$ cat config.mk
export PLATFORM = sky130hd
export DESIGN_NAME = tt_um_prbs_chk_danielzhu
export DESIGN_NICKNAME = d
export VERILOG_FILES = /design/src/rtl/prbs_pkg.sv /design/src/rtl/tt_um_prbs_chk_danielzhu_if.sv /design/src/rtl/prbs15_step.sv /design/src/rtl/tt_um_prbs_chk_danielzhu_core.sv /design/src/rtl/tt_um_prbs_chk_danielzhu.sv
export SDC_FILE = /design/constraint.sdc
export NUM_CORES = 1
export LEC_CHECK = 0
export ABC_AREA = 1
export CAP_MARGIN = 25
export CORE_AREA = 3 3 83 85
export CTS_CLUSTER_SIZE = 16
export DETAILED_ROUTE_END_ITERATION = 16
export DIE_AREA = 0 0 86 88
export PLACE_DENSITY = 0.79
export RECOVER_POWER = 100
export SKIP_LAST_GASP = 1
export SLEW_MARGIN = 0
export SYNTH_ARGS = -nofsm -noshare
export SYNTH_HDL_FRONTEND = slang
export SYNTH_HIERARCHICAL = 1
export SYNTH_SLANG_ARGS = --single-unit
$ cat constraint.sdc
create_clock -name clk -period 2.1 [get_ports clk]
set_input_delay 0.42 -clock clk [delete_from_list [all_inputs] [get_ports clk]]
set_output_delay 0.42 -clock clk [all_outputs]
set_load 0.005 [all_outputs]
$ cat src/rtl/prbs_pkg.sv
// rtl/prbs_pkg.sv - PRBS-15 shared definitions for checker and generator
package prbs_pkg;
  typedef enum logic [1:0] {
    SEARCH = 2'b00,
    VERIFY = 2'b01,
    LOCKED = 2'b10
  } state_t;

  localparam int PRBS_W           = 15;
  localparam int TAP_HI           = 14;
  localparam int TAP_LO           = 13;
  localparam int LOCK_MATCHES_DEF = 16;
  localparam int LOSS_ERRORS_DEF  = 8;
  localparam int LOSS_WINDOW_DEF  = 64;
endpackage

$ cat src/rtl/tt_um_prbs_chk_danielzhu_if.sv
// rtl/tt_um_prbs_chk_danielzhu_if.sv - pin bundle between the pad ring and the checker core
interface tt_um_prbs_chk_danielzhu_if;
  logic       ena;
  logic [7:0] ui_in;
  logic [7:0] uo_out;
  logic [7:0] uio_out;
  logic [7:0] uio_oe;

  modport master (output ena, ui_in, input uo_out, uio_out, uio_oe);
  modport slave  (input ena, ui_in, output uo_out, uio_out, uio_oe);
endinterface

$ cat src/rtl/prbs15_step.sv
// rtl/prbs15_step.sv - one step of the x^15+x^14+1 LFSR
module prbs15_step
  import prbs_pkg::*;
(
  input  logic [PRBS_W-1:0] sr,
  output logic              pred,
  output logic [PRBS_W-1:0] sr_next
);
  assign pred    = sr[TAP_HI] ^ sr[TAP_LO];
  assign sr_next = {sr[PRBS_W-2:0], pred};
endmodule

$ cat src/rtl/tt_um_prbs_chk_danielzhu_core.sv
// rtl/tt_um_prbs_chk_danielzhu_core.sv - PRBS-15 acquisition, lock and error counting
module tt_um_prbs_chk_danielzhu_core
  import prbs_pkg::*;
#(
  parameter int LOCK_MATCHES = LOCK_MATCHES_DEF,
  parameter int LOSS_ERRORS  = LOSS_ERRORS_DEF,
  parameter int LOSS_WINDOW  = LOSS_WINDOW_DEF
) (
  input logic                    clk,
  input logic                    rst_n,
  tt_um_prbs_chk_danielzhu_if.slave tt
);
  localparam int MW = $clog2(LOCK_MATCHES + 1);
  localparam int WW = $clog2(LOSS_WINDOW);
  localparam int EW = $clog2(LOSS_ERRORS + 1);

  state_t            state, state_n;
  logic [PRBS_W-1:0] sr, sr_n, sr_step, sr_load;
  logic [3:0]        load_cnt, load_n;
  logic [MW-1:0]     match_cnt, match_n;
  logic [WW-1:0]     win_cnt, win_n;
  logic [EW-1:0]     win_err, win_err_n;
  logic [15:0]       err_cnt, err_n;
  logic              err_pulse, pulse_n;
  logic              pred, bit_in, consume, mismatch, go_search, err_inc;
  logic              unused;

  assign bit_in   = tt.ui_in[0];
  assign consume  = tt.ena & tt.ui_in[1];
  assign mismatch = bit_in ^ pred;
  assign sr_load  = {sr[PRBS_W-2:0], bit_in};
  assign unused   = &{1'b0, tt.ui_in[7:4]};

  prbs15_step u_step (
    .sr      (sr),
    .pred    (pred),
    .sr_next (sr_step)
  );

  always_ff @(posedge clk or negedge rst_n) begin
    if (!rst_n) begin
      state     <= SEARCH;
      sr        <= '0;
      load_cnt  <= '0;
      match_cnt <= '0;
      win_cnt   <= '0;
      win_err   <= '0;
      err_cnt   <= '0;
      err_pulse <= 1'b0;
    end else begin
      state     <= state_n;
      sr        <= sr_n;
      load_cnt  <= load_n;
      match_cnt <= match_n;
      win_cnt   <= win_n;
      win_err   <= win_err_n;
      err_cnt   <= err_n;
      err_pulse <= pulse_n;
    end
  end

  always_comb begin
    state_n   = state;
    sr_n      = sr;
    load_n    = load_cnt;
    match_n   = match_cnt;
    win_n     = win_cnt;
    win_err_n = win_err;
    err_n     = err_cnt;
    pulse_n   = err_pulse;
    go_search = 1'b0;
    err_inc   = 1'b0;
    if (tt.ena) pulse_n = 1'b0;
    if (consume) begin
      case (state)
        VERIFY: begin
          sr_n = sr_step;
          if (mismatch) begin
            go_search = 1'b1;
          end else if (match_cnt == MW'(LOCK_MATCHES - 1)) begin
            state_n   = LOCKED;
            win_n     = '0;
            win_err_n = '0;
          end else begin
            match_n = match_cnt + 1'b1;
          end
        end
        LOCKED: begin
          sr_n  = sr_step;
          win_n = win_cnt + 1'b1;
          if (mismatch) begin
            err_inc   = 1'b1;
            pulse_n   = 1'b1;
            win_err_n = win_err + 1'b1;
          end
          // Loss wins over a wrap landing on the same bit.
          if (mismatch && win_err == EW'(LOSS_ERRORS - 1)) go_search = 1'b1;
          else if (win_cnt == WW'(LOSS_WINDOW - 1)) win_err_n = '0;
        end
        default: begin
          state_n = SEARCH;
          sr_n    = sr_load;
          if (load_cnt == 4'd14) begin
            load_n = '0;
            if (sr_load != '0) begin
              state_n = VERIFY;
              match_n = '0;
            end
          end else begin
            load_n = load_cnt + 1'b1;
          end
        end
      endcase
    end
    if (go_search) begin
      state_n   = SEARCH;
      load_n    = '0;
      match_n   = '0;
      win_n     = '0;
      win_err_n = '0;
    end
    if (tt.ena && tt.ui_in[2]) err_n = '0;
    else if (err_inc && err_cnt != 16'hFFFF) err_n = err_cnt + 1'b1;
  end

  assign tt.uo_out  = tt.ui_in[3] ? err_cnt[15:8] : err_cnt[7:0];
  assign tt.uio_out = {4'h0, err_pulse, state == LOCKED, state};
  assign tt.uio_oe  = 8'h0F;
endmodule

$ cat src/rtl/tt_um_prbs_chk_danielzhu.sv
// rtl/tt_um_prbs_chk_danielzhu.sv - TinyTapeout wrapper for the PRBS-15 checker
module tt_um_prbs_chk_danielzhu
  import prbs_pkg::*;
#(
  parameter int LOCK_MATCHES = LOCK_MATCHES_DEF,
  parameter int LOSS_ERRORS  = LOSS_ERRORS_DEF,
  parameter int LOSS_WINDOW  = LOSS_WINDOW_DEF
) (
  input  logic       clk,
  input  logic       rst_n,
  input  logic       ena,
  input  logic [7:0] ui_in,
  input  logic [7:0] uio_in,
  output logic [7:0] uo_out,
  output logic [7:0] uio_out,
  output logic [7:0] uio_oe
);
  logic unused;

  tt_um_prbs_chk_danielzhu_if tt ();

  assign tt.ena   = ena;
  assign tt.ui_in = ui_in;
  assign uo_out   = tt.uo_out;
  assign uio_out  = tt.uio_out;
  assign uio_oe   = tt.uio_oe;
  assign unused   = &{1'b0, uio_in};

  tt_um_prbs_chk_danielzhu_core #(
    .LOCK_MATCHES (LOCK_MATCHES),
    .LOSS_ERRORS  (LOSS_ERRORS),
    .LOSS_WINDOW  (LOSS_WINDOW)
  ) u_core (
    .clk   (clk),
    .rst_n (rst_n),
    .tt    (tt.slave)
  );
endmodule

==> results <==
-- cell usage after synthesis (all sizes together) --
master  number  area share, %
o21ai       48            6.9
o21bai       1           0.22
xnor2        1           0.25
dfrtp       53             38
clkinv       1           0.11
buf         33            7.3
o22ai        8            1.4
nand3b       3           0.65
a21boi       1           0.22
clkbuf       7           0.76
nand3       33            5.3
or2          8            1.4
nor3        11            2.1
ha           9            3.2
nand4       21            3.8
inv         50            5.4
nor2        50            5.6
nand2      102             12
xor2         4            1.0
o211ai       2           0.58
a21oi       20            3.2
and3         1           0.18
conb         2           0.22
-- registers in the layout, indices dropped and copies added, names as in the netlist --
register and cells:
u_core/err_cnt 16, u_core/sr 15, u_core/win_cnt 6, u_core/match_cnt 5, u_core/load_cnt 4, u_core/win_err 4
u_core/state 2, u_core/err_pulse 1
-- metrics by stage --
stage	util [%]	cell area, sq um	setup slack [ps]
after floorplan	-	3500	325
final	61.1	3830	122
after detailed placement	59.4	3730	-50.0
after CTS	61.4	3860	27.5
after global placement	59.4	3730	-48.6
after global routing	61.1	3830	19.0
-- critical path: stages --
cell             delay, ps
clkdlybuf4s50_1        470
clkbuf_1               240
nand2_1                 90
o21ai_0                 80
dlygate4sd2_1          260
-- cell usage in the layout, fill, tap and decap left out, types with 3 or more instances in the layout --
cell type and count:
dfrtp_1 53, nand3_2 4, clkdlybuf4s50_1 5, nand4_1 21
nand3b_1 3, nand2_2 7, or2_2 7, o22ai_1 8
xor2_1 4, dlygate4sd3_1 4, buf_4 24, clkbuf_1 3
nand2_1 94, clkbuf_8 5, nor2_1 49, a21oi_1 19
inv_1 44, ha_1 8, nand3_1 29, o21ai_1 9
conb_1 12, inv_2 6, dlygate4sd2_1 8, o21ai_0 39
nor3_1 9
-- final cells by class --
class | instances | area (sq um) | area share [%]
clock buffer | 5 | 68.8 | 1.80
clock inverter | 3 | 65.1 | 1.70
inverter | 51 | 191 | 4.99
multi-input combinational | 335 | 1700 | 44.4
sequential | 53 | 1330 | 34.6
tap | 77 | 96.3 | 2.51
timing repair buffer | 46 | 383 | 9.99
-- cells by family (layout without fill, tap and decap cells) --
logic type	count (synthesis)	count (layout)	share of synthesized area [%]
flip-flops	53	53	38.3
other	2	12	0.217
buffers and inverters	91	105	13.6
AO/OA/AOI/OAI	80	80	12.6
XOR/XNOR	5	5	1.26
AND/OR/NAND/NOR	229	229	30.8
adder cells (fa/ha/maj)	9	9	3.25
-- final timing paths --
| check | from | endpoint | slack [ps] | depth (start not counted) |
|---|---|---|---|---|
| max | ui_in[3] | uo_out[1] | 120 | 5 |
| min | rst_n | u_core/match_cnt[3]$_DFFE_PN0P_ | 380 | 1 |
| max reg2reg | u_core/err_cnt[0]$_DFFE_PN0P_ | u_core/err_cnt[3]$_DFFE_PN0P_ | 240 | 9 |
| min reg2reg | u_core/match_cnt[3]$_DFFE_PN0P_ | u_core/match_cnt[3]$_DFFE_PN0P_ | 480 | 2 |
| max in group asynchronous | rst_n | u_core/win_cnt[2]$_DFFE_PN0P_ | 930 | 2 |
| min in group clk | u_core/match_cnt[3]$_DFFE_PN0P_ | u_core/match_cnt[3]$_DFFE_PN0P_ | 480 | 2 |
-- layer usage --
metal / routed length (microns) / vias to the layer above / global-route usage (%)
li1: - / 1548 / -
met1: 3210 / 1399 / 25.6
met2: 3340 / 72 / 33.7
met3: 319 / 6 / 3.29
met4: 64 / 0 / 5.04
met5: 0 / - / 0
-- what timing repair did --
| item | 4_1_cts | 5_1_grt |
|---|---|---|
| pin swaps | 0 | 0 |
| resized for setup | 10 | 1 |
| endpoints found under the setup margin | 9 | 1 |
-- power by group through the flow --
stage	sequential (W)	combinational [W]	clock [W]
3_5_place_dp	0.00122	0.000452	0
6_report	0.00120	0.000440	0.000816
2_1_floorplan	0.00121	0.000404	0
3_3_place_gp	0.00122	0.000431	0
5_1_grt	0.00122	0.000503	0.000877
4_1_cts	0.00120	0.000452	0.000832
==> metrics.csv <==
stage;metric;value;unit
status;outcome;finished, final reports clean;
floorplan;fp.dieW;86;microns
logic_synthesis;synthCells;469;
routing;drc;0;
clock_tree;cts_root_buf;clkbuf_8;
routing;drtAntennaViolNets;0;
timing;finalSetupViolCount;0;
logic_synthesis;netlist_area;0.00347;sq mm
routing;vias_per_cell;5.31;
logic_synthesis;ys_seq_area_share;38.3;%
placement;portBuffers;18;
pwr;p_sw;0.000674;W
pwr;pwr-share-comb;17.9;%
floorplan;fp.dieH;88;microns
clock_tree;cts_tree;built;
finish;antenna_cells;0;
pwr;p_clk_share;33.2;%
logic_synthesis;synth_area_per_cell;7.39;sq um
clock_tree;cts_buffers;5;
routing;drtIter0Drc;113;
timing;fin_crit_sh;94.2;%
grt;grt_max_degree;32;
pwr;switching_share;27.4;%
finish;final-instance-count-excl-fill;570;
timing;holdWs;384;ps
logic_synthesis;ys_ff_latch;53;
clock_tree;cts.path.max_buffers;2;
pwr;ir_worst_vdd;383;uV
floorplan;core-area;0.00628;sq mm
worst_setup_path;start_kind;input port;
pwr;intPower;0.00178;W
timing;grt_setup_unrepaired;false;
floorplan;dieArea;0.00757;sq mm
floorplan;rows;29;
routing;post_drt_wl_per_cell;12.2;microns
clock_tree;cts.sinks;53;
grt;grt_pass1_vias;2844;
pwr;powerDensity;641;mW/mm^2
timing;fin_setup_tns;0;ps
clock_tree;clock_latency;300;ps
clock_tree;htree_levels;2;
placement;dp_hpwl;5.08;mm
placement;place_congestion;0.894;
pwr;power.share.sequential;48.9;%
logic_synthesis;synthDistinctLibCells;36;
grt;antenna_found_initial;0;
worst_setup_path;cp-end-kind;output port;
timing;fmax;506;MHz
worst_setup_path;critPathArrivalTime;1560;ps
grt;grtUsageTotal;19.5;%
routing;routed_wl;6.93;mm
routing;dr.pass1.iters;4;
worst_hold_path;hp-class;in -> async;
clock_tree;cts_setup_buffers;0;
finish;nNetsFinal;520;
floorplan;initial_core_util;55.2;%
timing;period_minus_slack;1980;ps
finish;area.growth.synth_to_final;10.6;%
job;cap_viol_max_count;0;
grt;grt_overflow;0;
worst_setup_path;cp.required;1680;ps
placement;place_inst;562;
clock_tree;postCtsHoldBufs;0;
timing;maxSlewViolCount;0;
floorplan;io_pins;43;
finish;drive_gt1_share;13.0;%
grt;grt_pass1_wl;12.2;mm
timing;tightest_slew;1320;ps
pwr;p_total;0.00246;W
timing;hold_violations;0;
logic_synthesis;yosys_warnings;6;
worst_setup_path;crit_type;in -> out;
timing;relSlewSlack;12.2;%
clock_tree;clk_pin_slew_worst_paths;100;ps
routing;vias;3025;
worst_setup_path;cp_max_fo;9;
pwr;p_leak;1.77;nW
timing;skew;7.64;ps
finish;fill_cells;559;
(Power assumes the default switching activity.)
